[config.mk]
export PLATFORM = sky130hd
export DESIGN_NAME = sync_fifo_param_flat
export DESIGN_NICKNAME = d
export VERILOG_FILES = /design/src/rtl/sync_fifo_param_pkg.sv /design/src/rtl/sync_fifo_param_if.sv /design/src/rtl/sync_fifo_param_ptr.sv /design/src/rtl/sync_fifo_param.sv /design/src/flat_wrapper.sv
export SDC_FILE = /design/constraint.sdc
export NUM_CORES = 1
export LEC_CHECK = 0
export CORE_MARGIN = 5
export CORE_UTILIZATION = 67
export CTS_BUF_LIST = sky130_fd_sc_hd__clkbuf_16
export DETAILED_ROUTE_END_ITERATION = 8
export MAX_ROUTING_LAYER = met4
export PLACE_DENSITY = 0.84
export SLEW_MARGIN = 20
export SYNTH_ARGS = -nofsm -noshare
export SYNTH_HDL_FRONTEND = slang
export SYNTH_SLANG_ARGS = --single-unit
[constraint.sdc]
create_clock -name clk -period 7 [get_ports clk]
set_clock_uncertainty 0.1 [all_clocks]
set_input_delay 1.05 -clock clk [delete_from_list [all_inputs] [get_ports clk]]
set_output_delay 1.05 -clock clk [all_outputs]
set_load 0.005 [all_outputs]
[src/rtl/sync_fifo_param_pkg.sv]
// Shared package for the single-clock parametrised FIFO.
// Holds width helpers and default parameter values used by the FIFO,
// its bus interface and the wrapping pointer sub-module.
// Optional build macro used by the FIFO: SYNC_FIFO_FWFT_EN (first-word-fall-through read).
package sync_fifo_pkg;

  localparam int DEF_N        = 8;
  localparam int DEF_DEPTH    = 90;
  localparam int DEF_AF_LEVEL = 80;
  localparam int DEF_AE_LEVEL = 8;

  // Pointer width: enough bits to address DEPTH entries, never below one bit.
  function automatic int clog2_min1(input int depth);
    int w;
    w = $clog2(depth);
    return (w < 1) ? 1 : w;
  endfunction

  // Count width: must represent 0..DEPTH inclusive.
  function automatic int cnt_w(input int depth);
    return $clog2(depth + 1);
  endfunction

endpackage

[src/rtl/sync_fifo_param_if.sv]
// Bus interface for sync_fifo_param: write port, read port and status.
// Handshake: a write is taken on a rising edge when wr_en=1 and fifo_Full=0;
// a read is taken when rd_en=1 and fifo_Empty=0. There is no back-pressure
// beyond the registered Full/Empty flags; requests made against the wrong
// flag are dropped and recorded in the sticky overflow/underflow bits.
// In standard mode rd_valid marks the single cycle in which rd_data holds a
// popped word; in first-word-fall-through mode (SYNC_FIFO_FWFT_EN) rd_valid
// means rd_data shows the current head, and rd_en acknowledges it.
interface sync_fifo_param_if
  import sync_fifo_pkg::*;
#(
  parameter int N  = DEF_N,
  parameter int CW = cnt_w(DEF_DEPTH)
);

  logic          wr_en;
  logic [N-1:0]  wr_data;
  logic          rd_en;
  logic [N-1:0]  rd_data;
  logic          rd_valid;
  logic          fifo_Full;
  logic          fifo_Empty;
  logic          almost_full;
  logic          almost_empty;
  logic [CW-1:0] count;
  logic          overflow;
  logic          underflow;

  // Producer/consumer side: drives requests, observes data and status.
  modport master (
    output wr_en, wr_data, rd_en,
    input  rd_data, rd_valid, fifo_Full, fifo_Empty,
    input  almost_full, almost_empty, count, overflow, underflow
  );

  // FIFO side: consumes requests, drives data and status.
  modport slave (
    input  wr_en, wr_data, rd_en,
    output rd_data, rd_valid, fifo_Full, fifo_Empty,
    output almost_full, almost_empty, count, overflow, underflow
  );

endinterface

[src/rtl/sync_fifo_param_ptr.sv]
// Wrapping pointer for sync_fifo_param.
// Counts 0..DEPTH-1 and wraps explicitly at DEPTH-1, so non-power-of-2
// depths never step into unused addresses. clr returns it to 0.
module fifo_wrap_ptr #(
  parameter int DEPTH = 90,
  parameter int PW    = 7
) (
  input  logic          clk,
  input  logic          rst,
  input  logic          clr,
  input  logic          inc,
  output logic [PW-1:0] ptr
);

  logic [PW-1:0] ptr_q;
  logic [PW-1:0] ptr_d;

  // Next pointer: flush wins, otherwise advance with explicit wrap.
  always_comb begin
    ptr_d = ptr_q;
    if (clr) begin
      ptr_d = '0;
    end else if (inc) begin
      if (ptr_q == PW'(DEPTH - 1)) begin
        ptr_d = '0;
      end else begin
        ptr_d = ptr_q + PW'(1);
      end
    end
  end

  // Pointer register with asynchronous active-low reset.
  always_ff @(posedge clk or negedge rst) begin
    if (!rst) begin
      ptr_q <= '0;
    end else begin
      ptr_q <= ptr_d;
    end
  end

  assign ptr = ptr_q;

endmodule

[src/rtl/sync_fifo_param.sv]
// Single-clock parametrised FIFO with occupancy count, almost-full /
// almost-empty thresholds, sticky overflow/underflow and synchronous flush.
// Any DEPTH >= 2 is supported; pointers wrap explicitly at DEPTH-1.
// Build macro SYNC_FIFO_FWFT_EN selects first-word-fall-through reads;
// without it reads have one cycle of registered latency.
module sync_fifo_param
  import sync_fifo_pkg::*;
#(
  parameter int N        = DEF_N,
  parameter int DEPTH    = DEF_DEPTH,
  parameter int AF_LEVEL = DEF_AF_LEVEL,
  parameter int AE_LEVEL = DEF_AE_LEVEL
) (
  input  logic clk,
  input  logic rst,
  input  logic clr,
  sync_fifo_param_if.slave bus
);

  localparam int PW = clog2_min1(DEPTH);
  localparam int CW = cnt_w(DEPTH);

  // Storage; contents deliberately not reset.
  logic [N-1:0]  mem [DEPTH];

  logic [PW-1:0] wr_ptr;
  logic [PW-1:0] rd_ptr;

  logic [CW-1:0] count_q, count_d;
  logic          full_q, full_d;
  logic          empty_q, empty_d;
  logic          af_q, af_d;
  logic          ae_q, ae_d;
  logic          ovf_q, ovf_d;
  logic          udf_q, udf_d;

  logic          wr_acc;
  logic          rd_acc;

  // Acceptance uses the registered flags; a flush suppresses both ports.
  always_comb begin
    wr_acc = bus.wr_en & ~full_q  & ~clr;
    rd_acc = bus.rd_en & ~empty_q & ~clr;
  end

  fifo_wrap_ptr #(
    .DEPTH (DEPTH),
    .PW    (PW)
  ) u_wr_ptr (
    .clk (clk),
    .rst (rst),
    .clr (clr),
    .inc (wr_acc),
    .ptr (wr_ptr)
  );

  fifo_wrap_ptr #(
    .DEPTH (DEPTH),
    .PW    (PW)
  ) u_rd_ptr (
    .clk (clk),
    .rst (rst),
    .clr (clr),
    .inc (rd_acc),
    .ptr (rd_ptr)
  );

  // Storage write on an accepted write request.
  always_ff @(posedge clk) begin
    if (wr_acc) begin
      mem[wr_ptr] <= bus.wr_data;
    end
  end

  // Next occupancy and flags; flags come from the next count so they line
  // up with the count register with no extra cycle of lag.
  always_comb begin
    count_d = count_q;
    case ({wr_acc, rd_acc})
      2'b10:   count_d = count_q + CW'(1);
      2'b01:   count_d = count_q - CW'(1);
      default: count_d = count_q;
    endcase
    if (clr) begin
      count_d = '0;
    end
    full_d  = (count_d == CW'(DEPTH));
    empty_d = (count_d == '0);
    af_d    = (count_d >= CW'(AF_LEVEL));
    ae_d    = (count_d <= CW'(AE_LEVEL));
  end

  // Sticky error bits: any request against the wrong flag sets them,
  // only reset or flush clears them.
  always_comb begin
    ovf_d = ovf_q | (bus.wr_en & full_q);
    udf_d = udf_q | (bus.rd_en & empty_q);
    if (clr) begin
      ovf_d = 1'b0;
      udf_d = 1'b0;
    end
  end

  // Occupancy, flag and error registers.
  always_ff @(posedge clk or negedge rst) begin
    if (!rst) begin
      count_q <= '0;
      full_q  <= 1'b0;
      empty_q <= 1'b1;
      af_q    <= 1'b0;
      ae_q    <= 1'b1;
      ovf_q   <= 1'b0;
      udf_q   <= 1'b0;
    end else begin
      count_q <= count_d;
      full_q  <= full_d;
      empty_q <= empty_d;
      af_q    <= af_d;
      ae_q    <= ae_d;
      ovf_q   <= ovf_d;
      udf_q   <= udf_d;
    end
  end

`ifdef SYNC_FIFO_FWFT_EN

  // Head of the queue is always visible; rd_en just pops it.
  always_comb begin
    bus.rd_data  = mem[rd_ptr];
    bus.rd_valid = ~empty_q;
  end

`else

  logic [N-1:0] rd_data_q, rd_data_d;
  logic         rd_valid_q, rd_valid_d;

  // Registered read: capture the head on accept, otherwise hold.
  always_comb begin
    rd_data_d  = rd_data_q;
    rd_valid_d = rd_acc;
    if (rd_acc) begin
      rd_data_d = mem[rd_ptr];
    end
  end

  // Read data/valid registers.
  always_ff @(posedge clk or negedge rst) begin
    if (!rst) begin
      rd_data_q  <= '0;
      rd_valid_q <= 1'b0;
    end else begin
      rd_data_q  <= rd_data_d;
      rd_valid_q <= rd_valid_d;
    end
  end

  // Drive the registered read port onto the bus.
  always_comb begin
    bus.rd_data  = rd_data_q;
    bus.rd_valid = rd_valid_q;
  end

`endif

  // Status outputs straight from registers.
  always_comb begin
    bus.fifo_Full    = full_q;
    bus.fifo_Empty   = empty_q;
    bus.almost_full  = af_q;
    bus.almost_empty = ae_q;
    bus.count        = count_q;
    bus.overflow     = ovf_q;
    bus.underflow    = udf_q;
  end

endmodule

[src/flat_wrapper.sv]
// flat-port wrapper written by rule: the top's interface ports become plain ports
module sync_fifo_param_flat import sync_fifo_pkg::*;
#(
  parameter int N        = DEF_N,
  parameter int DEPTH    = DEF_DEPTH,
  parameter int AF_LEVEL = DEF_AF_LEVEL,
  parameter int AE_LEVEL = DEF_AE_LEVEL
)
  (clk, rst, clr, bus_wr_en, bus_wr_data, bus_rd_en, bus_rd_data, bus_rd_valid, bus_fifo_Full, bus_fifo_Empty, bus_almost_full, bus_almost_empty, bus_count, bus_overflow, bus_underflow);
  sync_fifo_param_if #(.N(N), .CW((7))) bus_i ();
  input  logic clk;
  input  logic rst;
  input  logic clr;
  input wire logic [$bits(bus_i.wr_en)-1:0] bus_wr_en;
  input wire logic [$bits(bus_i.wr_data)-1:0] bus_wr_data;
  input wire logic [$bits(bus_i.rd_en)-1:0] bus_rd_en;
  output wire logic [$bits(bus_i.rd_data)-1:0] bus_rd_data;
  output wire logic [$bits(bus_i.rd_valid)-1:0] bus_rd_valid;
  output wire logic [$bits(bus_i.fifo_Full)-1:0] bus_fifo_Full;
  output wire logic [$bits(bus_i.fifo_Empty)-1:0] bus_fifo_Empty;
  output wire logic [$bits(bus_i.almost_full)-1:0] bus_almost_full;
  output wire logic [$bits(bus_i.almost_empty)-1:0] bus_almost_empty;
  output wire logic [$bits(bus_i.count)-1:0] bus_count;
  output wire logic [$bits(bus_i.overflow)-1:0] bus_overflow;
  output wire logic [$bits(bus_i.underflow)-1:0] bus_underflow;
  assign bus_i.wr_en = bus_wr_en;
  assign bus_i.wr_data = bus_wr_data;
  assign bus_i.rd_en = bus_rd_en;
  assign bus_rd_data = bus_i.rd_data;
  assign bus_rd_valid = bus_i.rd_valid;
  assign bus_fifo_Full = bus_i.fifo_Full;
  assign bus_fifo_Empty = bus_i.fifo_Empty;
  assign bus_almost_full = bus_i.almost_full;
  assign bus_almost_empty = bus_i.almost_empty;
  assign bus_count = bus_i.count;
  assign bus_overflow = bus_i.overflow;
  assign bus_underflow = bus_i.underflow;
  sync_fifo_param #(.N(N), .DEPTH(DEPTH), .AF_LEVEL(AF_LEVEL), .AE_LEVEL(AE_LEVEL)) u_core (.clk(clk), .rst(rst), .clr(clr), .bus(bus_i));
endmodule
==> flow_metrics.py, run 1 <==
metrics = {
    "sta": {
        "drv_slew": 0,
        "fmax_mhz": 218.8,
        "grt_setup_unrepaired": "false",
        "tns_ns": 0,
        "finalCriticalPeriod_ns": 4.571,
        "relSlewSlack": 0.2619,
        "timing.hold.ws_ns": 0.4068,
        "setup_violations": 0,
        "min_period_over_period": 0.6530,
        "hold_violations": 0,
        "tightest_slew_ns": 1.107,
    },
    "routing": {
        "wl_per_cell_um": 32.74,
        "dr.pass1.iters": 8,
        "vias_per_cell": 7.184,
        "antenna_left": 0,
        "drc": 0,
        "vias": 15900,
        "drt_wl_total_um": 72450,
        "drtIter0Drc": 2538,
    },
    "logic_synthesis": {
        "syn-cell-area_sq_mm": 0.03015,
        "syn_avg_cell_area_sq_um": 19.68,
        "ys_async_sr_fraction": 0.04762,
        "synth_enable_flop_cells": 720,
        "ys_types": 63,
        "synth_seq_cells": 756,
        "yosysWarnings": 0,
        "syn_inst": 1532,
        "syn_nets": 1551,
        "synth-main-ff-cell": "edfxtp_1",
        "yosysSeqAreaShare": 0.7471,
    },
    "final_layout": {
        "drive_gt1_frac": 0.2079,
        "area_growth_pct": 10.08,
        "final_cell_mix": "edfxtp_1 (720), mux4_2 (186), nor2_1 (127)",
        "regArea_sq_mm": 0.02254,
        "multi_input_area_sq_mm": 0.007092,
        "final_common_cell": "edfxtp_1",
        "fill_cells": 2292,
        "antenna_cells": 0,
        "final_net_count": 1592,
    },
    "setup_path": {
        "start_kind": "input port",
        "cp.arrival_ns": 4.97,
        "reg2reg_from": "u_core.u_rd_ptr.ptr[1]$_DFFE_PN0P_",
        "ff2ff_path_depth": 7,
        "crit_family": "simple AND/OR/NAND/NOR gates",
        "end_kind": "register",
        "cp_max_fo": 22,
        "cp_slowest_cell": "clkdlybuf4s50_1",
        "cp_cell_sequence": "clkdlybuf4s50_1 > or3b_4 > inv_1 > nand2_2 > xnor2_1 > ha_1 > a21oi_1 > nor2_1 > a221oi_1 > a211oi_1 > o21ai_0 > and4bb_1",
        "worst_path_largest_cell_delay_ns": 0.75,
        "rrSetupSlack_ns": 3.16,
        "critPathKind": "in -> reg",
        "cp.buffers_inverters": 2,
        "r2r-end": "u_core.bus.rd_data[2]$_DFFE_PN0P_",
        "cp.required_ns": 7.40,
    },
    "floorplanning": {
        "dieArea_sq_mm": 0.04934,
        "rows": 77,
        "initial_core_util": 0.6788,
        "die_w_um": 222.1,
        "ios": 35,
        "die_y_um": 222.1,
        "coreArea_sq_mm": 0.04441,
    },
    "clocking": {
        "clock_path_buffers": 3,
        "cts_resized": 0,
        "h-tree-depth": 3,
        "ctsHoldBuffers": 0,
        "clk_pin_slew_worst_paths_ns": 0.07,
        "numCtsBuffers": 72,
        "numClockSinks": 756,
        "clockRootBuffer": "clkbuf_16",
        "postCtsSetupBuffers": 0,
        "cts_tree": "done",
        "clk_latency_ns": 0.64,
    },
    "power": {
        "peakVddDrop_mv": 0.1822,
        "p_leak_nw": 10.14,
        "power_density_mw_per_mm2": 277.8,
    },
    "global_route": {
        "grtUsageTotal": 0.3069,
        "antenna_found_initial": 0,
        "grt_overflow": 0,
        "grt_pass1_vias": 15850,
        "grt_pass1_wl_um": 107500,
        "grt_max_degree": 91,
    },
    "run_status": {
        "status": "finished clean",
    },
    "placement": {
        "dpl.hpwl_um": 38250,
        "globalplace.congestion": 0.8800,
        "numPortBuffers": 34,
    },
    "hold_path": {
        "hp-class": "in -> async",
    },
    "run": {
        "cap_violations": 0,
    },
}
[per-stage QoR]
stage,instances,total power [W],area [sq um],utilization,setup WS [ns]
after floorplan,1532,0.005276,30150,-,3.398
after global placement,2091,0.005447,30910,0.6959,1.965
after detailed placement,2091,0.005461,30910,0.6959,1.915
after CTS,2213,0.009230,33190,0.7472,2.505
after global routing,2213,0.009476,33190,0.7472,2.066
final,2213,0.009221,33190,0.7472,2.429
[report_power, final]
part | internal (W) | switching [W] | leakage [nW]
Clock | 0.00216 | 0.00168 | 1.16
Sequential | 0.00498 | 0.0000407 | 6.94
Combinational | 0.000147 | 0.000211 | 2.04
Total | 0.00729 | 0.00194 | 10.1
[synthesized netlist by cell type (3+ instances only)]
master	count	area, sq um
dfrtp_1	34	850.8
or3_1	7	43.79
inv_1	16	60.06
or2_2	3	18.77
mux2i_1	50	500.5
nand2_1	54	202.7
nand2b_1	7	43.79
a211o_1	3	26.28
nand3_1	11	55.05
and3_1	5	31.28
buf_6	9	101.4
nor2_1	127	476.7
nand3b_1	4	30.03
and2_1	3	18.77
o21ai_1	6	30.03
o21ai_0	42	210.2
a211oi_1	13	97.59
a21oi_1	24	120.1
nand4_1	4	25.02
o2111ai_1	3	26.28
o31ai_1	3	22.52
o221ai_1	3	26.28
a221oi_1	4	35.03
ha_1	6	75.07
o22ai_1	8	50.05
mux4_2	186	4189
a2111oi_0	5	43.79
mux2_2	10	112.6
nor2b_1	23	143.9
edfxtp_1	720	21620
buf_4	10	75.07
nor3_1	13	65.06
clkbuf_1	38	142.6
a31oi_1	8	50.05
xnor2_1	4	35.03
buf_2	30	150.1
[worst max path at each step]
| stage | to | cells after the start | slack [ns] | startpoint |
|---|---|---|---|---|
| global route | u_core.bus.fifo_Full$_DFF_PN0_ | 12 | 2.07 | clr |
| finish | u_core.bus.fifo_Full$_DFF_PN0_ | 12 | 2.43 | clr |
| CTS | u_core.bus.fifo_Full$_DFF_PN0_ | 12 | 2.50 | clr |
| floorplan | u_core.bus.fifo_Empty$_DFF_PN1_ | 14 | 3.40 | clr |
| detailed placement | u_core.bus.fifo_Full$_DFF_PN0_ | 12 | 1.92 | clr |
| global placement | u_core.bus.fifo_Full$_DFF_PN0_ | 12 | 1.96 | clr |
[sequential cells by signal, indices dropped and copies added (netlist names), 7 cells and up]
name	flops
u_core.mem	720
u_core.bus.rd_data	8
u_core.bus.count	7
u_core.u_rd_ptr.ptr	7
u_core.u_wr_ptr.ptr	7
[kinds of logic after synthesis]
| group | Yosys count | share of synthesized area |
|---|---|---|
| simple gates | 272 | 0.04154 |
| flops | 756 | 0.7471 |
| mux | 246 | 0.1593 |
| compound gates | 144 | 0.03075 |
| xor+xnor | 4 | 0.001162 |
| fa+ha+maj | 6 | 0.002490 |
| buf+inv | 104 | 0.01768 |
[metal layers]
metal	share of wire	track usage	up-vias
met3	0.10	0.06117	218
met4	0.040	0.1092	0
met2	0.49	0.4694	1232
li1	-	-	6322
met5	0	-	-
met1	0.37	0.4259	8126
[layout make-up]
cell class              instances  area share
clock buffers                  73     0.05504
inverters                      16    0.001810
flip-flops and latches        756      0.6791
clock inverters                49     0.01365
well taps                     592     0.02232
repair buffers                 55     0.01440
multi-input cells             672      0.2137
Power figures use the tool's default switching activity.
==> run 2, diff against run 1 <==
Settings changed: CORE_UTILIZATION 67 to 56, PLACE_DENSITY 0.84 to 0.75.
Clock period 7 ns to 4.15 ns, I/O delays scaled along.
==> run 2 against run 1 <==
Combinational power rose by 73%. Sequential power rose by 68%. Via count fell by 3.7%. Final cell count rose by 8.3%. Die area rose by 19%. First-iteration DRC count fell by 32%. Sequential share of layout area fell by 1.8 points. Wire length fell by 7.7%. Flip-flop and latch count did not move. Hold slack got worse by 0.38 ns. Power rose by 72%. Critical endpoint unchanged. Largest cell class unchanged. Highest routed layer unchanged.
==> flow_metrics.py, run 2 (same netlist as run 1, synthesis figures left out) <==
metrics = {
    "clocking": {
        "ctsHoldBuffers": 0,
        "h-tree-depth": 3,
        "clockRootBuffer": "clkbuf_16",
        "clock_path_buffers": 3,
        "clk_pin_slew_worst_paths_ns": 0.06,
        "postCtsSetupBuffers": 0,
        "numCtsBuffers": 74,
        "clk_latency_ns": 0.60,
        "numClockSinks": 756,
        "cts_tree": "done",
        "cts_resized": 0,
    },
    "routing": {
        "vias": 15310,
        "antenna_left": 0,
        "wl_per_cell_um": 27.88,
        "drt_wl_total_um": 66840,
        "drc": 0,
        "vias_per_cell": 6.385,
        "drtIter0Drc": 1725,
        "dr.pass1.iters": 5,
    },
    "final_layout": {
        "area_growth_pct": 13.00,
        "final_cell_mix": "edfxtp_1 (720), mux4_2 (186), nor2_1 (127)",
        "regMostFlops": "u_core.mem",
        "final_net_count": 1661,
        "final_common_cell": "edfxtp_1",
        "largest_reg_flops": 720,
        "finalInstanceArea_sq_mm": 0.03407,
        "fill_cells": 3509,
        "drive_gt1_frac": 0.2400,
    },
    "sta": {
        "timing.hold.ws_ns": 0.02588,
        "grt_setup_unrepaired": "false",
        "drv_slew": 0,
        "tightest_slew_ns": 1.082,
        "finalCriticalPeriod_ns": 3.367,
        "relSlewSlack": 0.2785,
        "fmax_mhz": 297.0,
        "setup_violations": 0,
        "tns_ns": 0,
        "min_period_over_period": 0.8112,
        "hold_violations": 0,
    },
    "global_route": {
        "antenna_found_initial": 1,
        "grt_overflow": 0,
        "grt_pass1_vias": 15380,
        "grtUsageTotal": 0.2359,
        "grt_pass1_wl_um": 100400,
        "grt_max_degree": 91,
    },
    "setup_path": {
        "cp_num_cells": 12,
        "ff2ff_path_depth": 11,
        "cp.required_ns": 4.53,
        "cp.arrival_ns": 3.75,
        "worst_path_largest_cell_delay_ns": 0.52,
        "cp.buffers_inverters": 2,
        "crit_family": "compound AO/OA/AOI/OAI gates",
        "start_kind": "input port",
        "cp_cell_sequence": "clkdlybuf4s50_1 > or3b_4 > inv_1 > nand2_2 > xnor2_1 > ha_1 > a21oi_1 > nor2_1 > a221oi_1 > a211oi_1 > o21ai_0 > and4bb_1",
        "cp_slowest_cell": "or3b_4",
        "critPathKind": "in -> reg",
        "cp_max_fo": 22,
        "end_kind": "register",
    },
    "floorplanning": {
        "ios": 35,
        "die_w_um": 242.0,
        "initial_core_util": 0.5625,
        "die_y_um": 242.0,
        "dieArea_sq_mm": 0.05858,
        "coreArea_sq_mm": 0.05360,
        "rows": 85,
    },
    "power": {
        "p_leak_nw": 10.61,
        "power_density_mw_per_mm2": 466.2,
        "peakVddDrop_mv": 0.3161,
    },
    "placement": {
        "globalplace.congestion": 0.9325,
        "dpl.hpwl_um": 40240,
        "place_area_sq_mm": 0.03158,
        "numPortBuffers": 34,
    },
    "run": {
        "cap_violations": 0,
    },
    "run_status": {
        "status": "finished clean",
    },
    "hold_path": {
        "hp-class": "in -> async",
    },
}
-- run 2: cell count changes in the layout (fill, tap and decap cells not counted), sizes merged --
cell      previous run  this run
clkinv              22        28
clkinvlp             3         2
clkbuf              73        79
inv                 33        31
buf                 30        97
bufinv               7        10
diode                0         1
-- run 2: final cells by class --
type	count	area, sq um	share of cell area
timing repair buffer	122	1023	0.03004
clock buffer	79	1977	0.05803
antenna	1	2.502	0.00007345
clock inverter	55	504.2	0.01480
sequential	756	22540	0.6616
tap	696	870.8	0.02556
inverter	16	60.06	0.001763
multi-input combinational	672	7092	0.2082
-- run 2: per-stage QoR --
stage / utilization / power (W) / std cells / setup slack, ns
floorplan: - / 0.008900 / 1532 / 0.9757
global route: 0.6356 / 0.01639 / 2397 / 0.4824
global placement: 0.5891 / 0.009220 / 2262 / 0.2803
CTS: 0.6354 / 0.01599 / 2396 / 0.8753
detailed placement: 0.5891 / 0.009237 / 2262 / 0.2476
finish: 0.6356 / 0.01588 / 2397 / 0.7835
-- run 2: path summary, 6_finish.rpt --
path | from | to | slack [ns]
setup reg to reg | u_core.bus.fifo_Empty$_DFF_PN1_ | u_core.bus.fifo_Full$_DFF_PN0_ | 0.95
hold reg to reg | u_core.bus.underflow$_DFF_PN0_ | u_core.bus.underflow$_DFF_PN0_ | 0.42
hold / removal | rst | u_core.bus.underflow$_DFF_PN0_ | 0.03
min in group clk | u_core.bus.underflow$_DFF_PN0_ | u_core.bus.underflow$_DFF_PN0_ | 0.42
setup / recovery | bus_rd_en | u_core.bus.fifo_Full$_DFF_PN0_ | 0.78
max in group asynchronous | rst | u_core.u_rd_ptr.ptr[1]$_DFFE_PN0P_ | 3.31
-- run 2: worst reg2reg max path, delay by kind of cell, from the launching register on --
family                   cells  cell delay [ns]
AO/OA/AOI/OAI                4             1.15
AND/OR/NAND/NOR              4             0.95
flip-flops                   1             0.38
adder cells (fa/ha/maj)      1             0.21
XOR/XNOR                     1             0.16
buffers and inverters        1             0.14
-- run 2: routing by layer --
metal	global-route usage	wire length (um)	vias to the layer above
li1	-	-	6458
met1	0.3311	26960	7912
met2	0.3527	31950	822
met3	0.05174	5916	114
met4	0.07922	2016	0
met5	-	0	-
-- run 2: where the power goes --
group	internal [W]	leakage (nW)	switching, W	total [W]
Clock	0.00405	1.26	0.00276	0.00681
Sequential	0.00839	6.94	0.0000599	0.00845
Combinational	0.000263	2.41	0.000358	0.000621
Total	0.0127	10.6	0.00317	0.0159
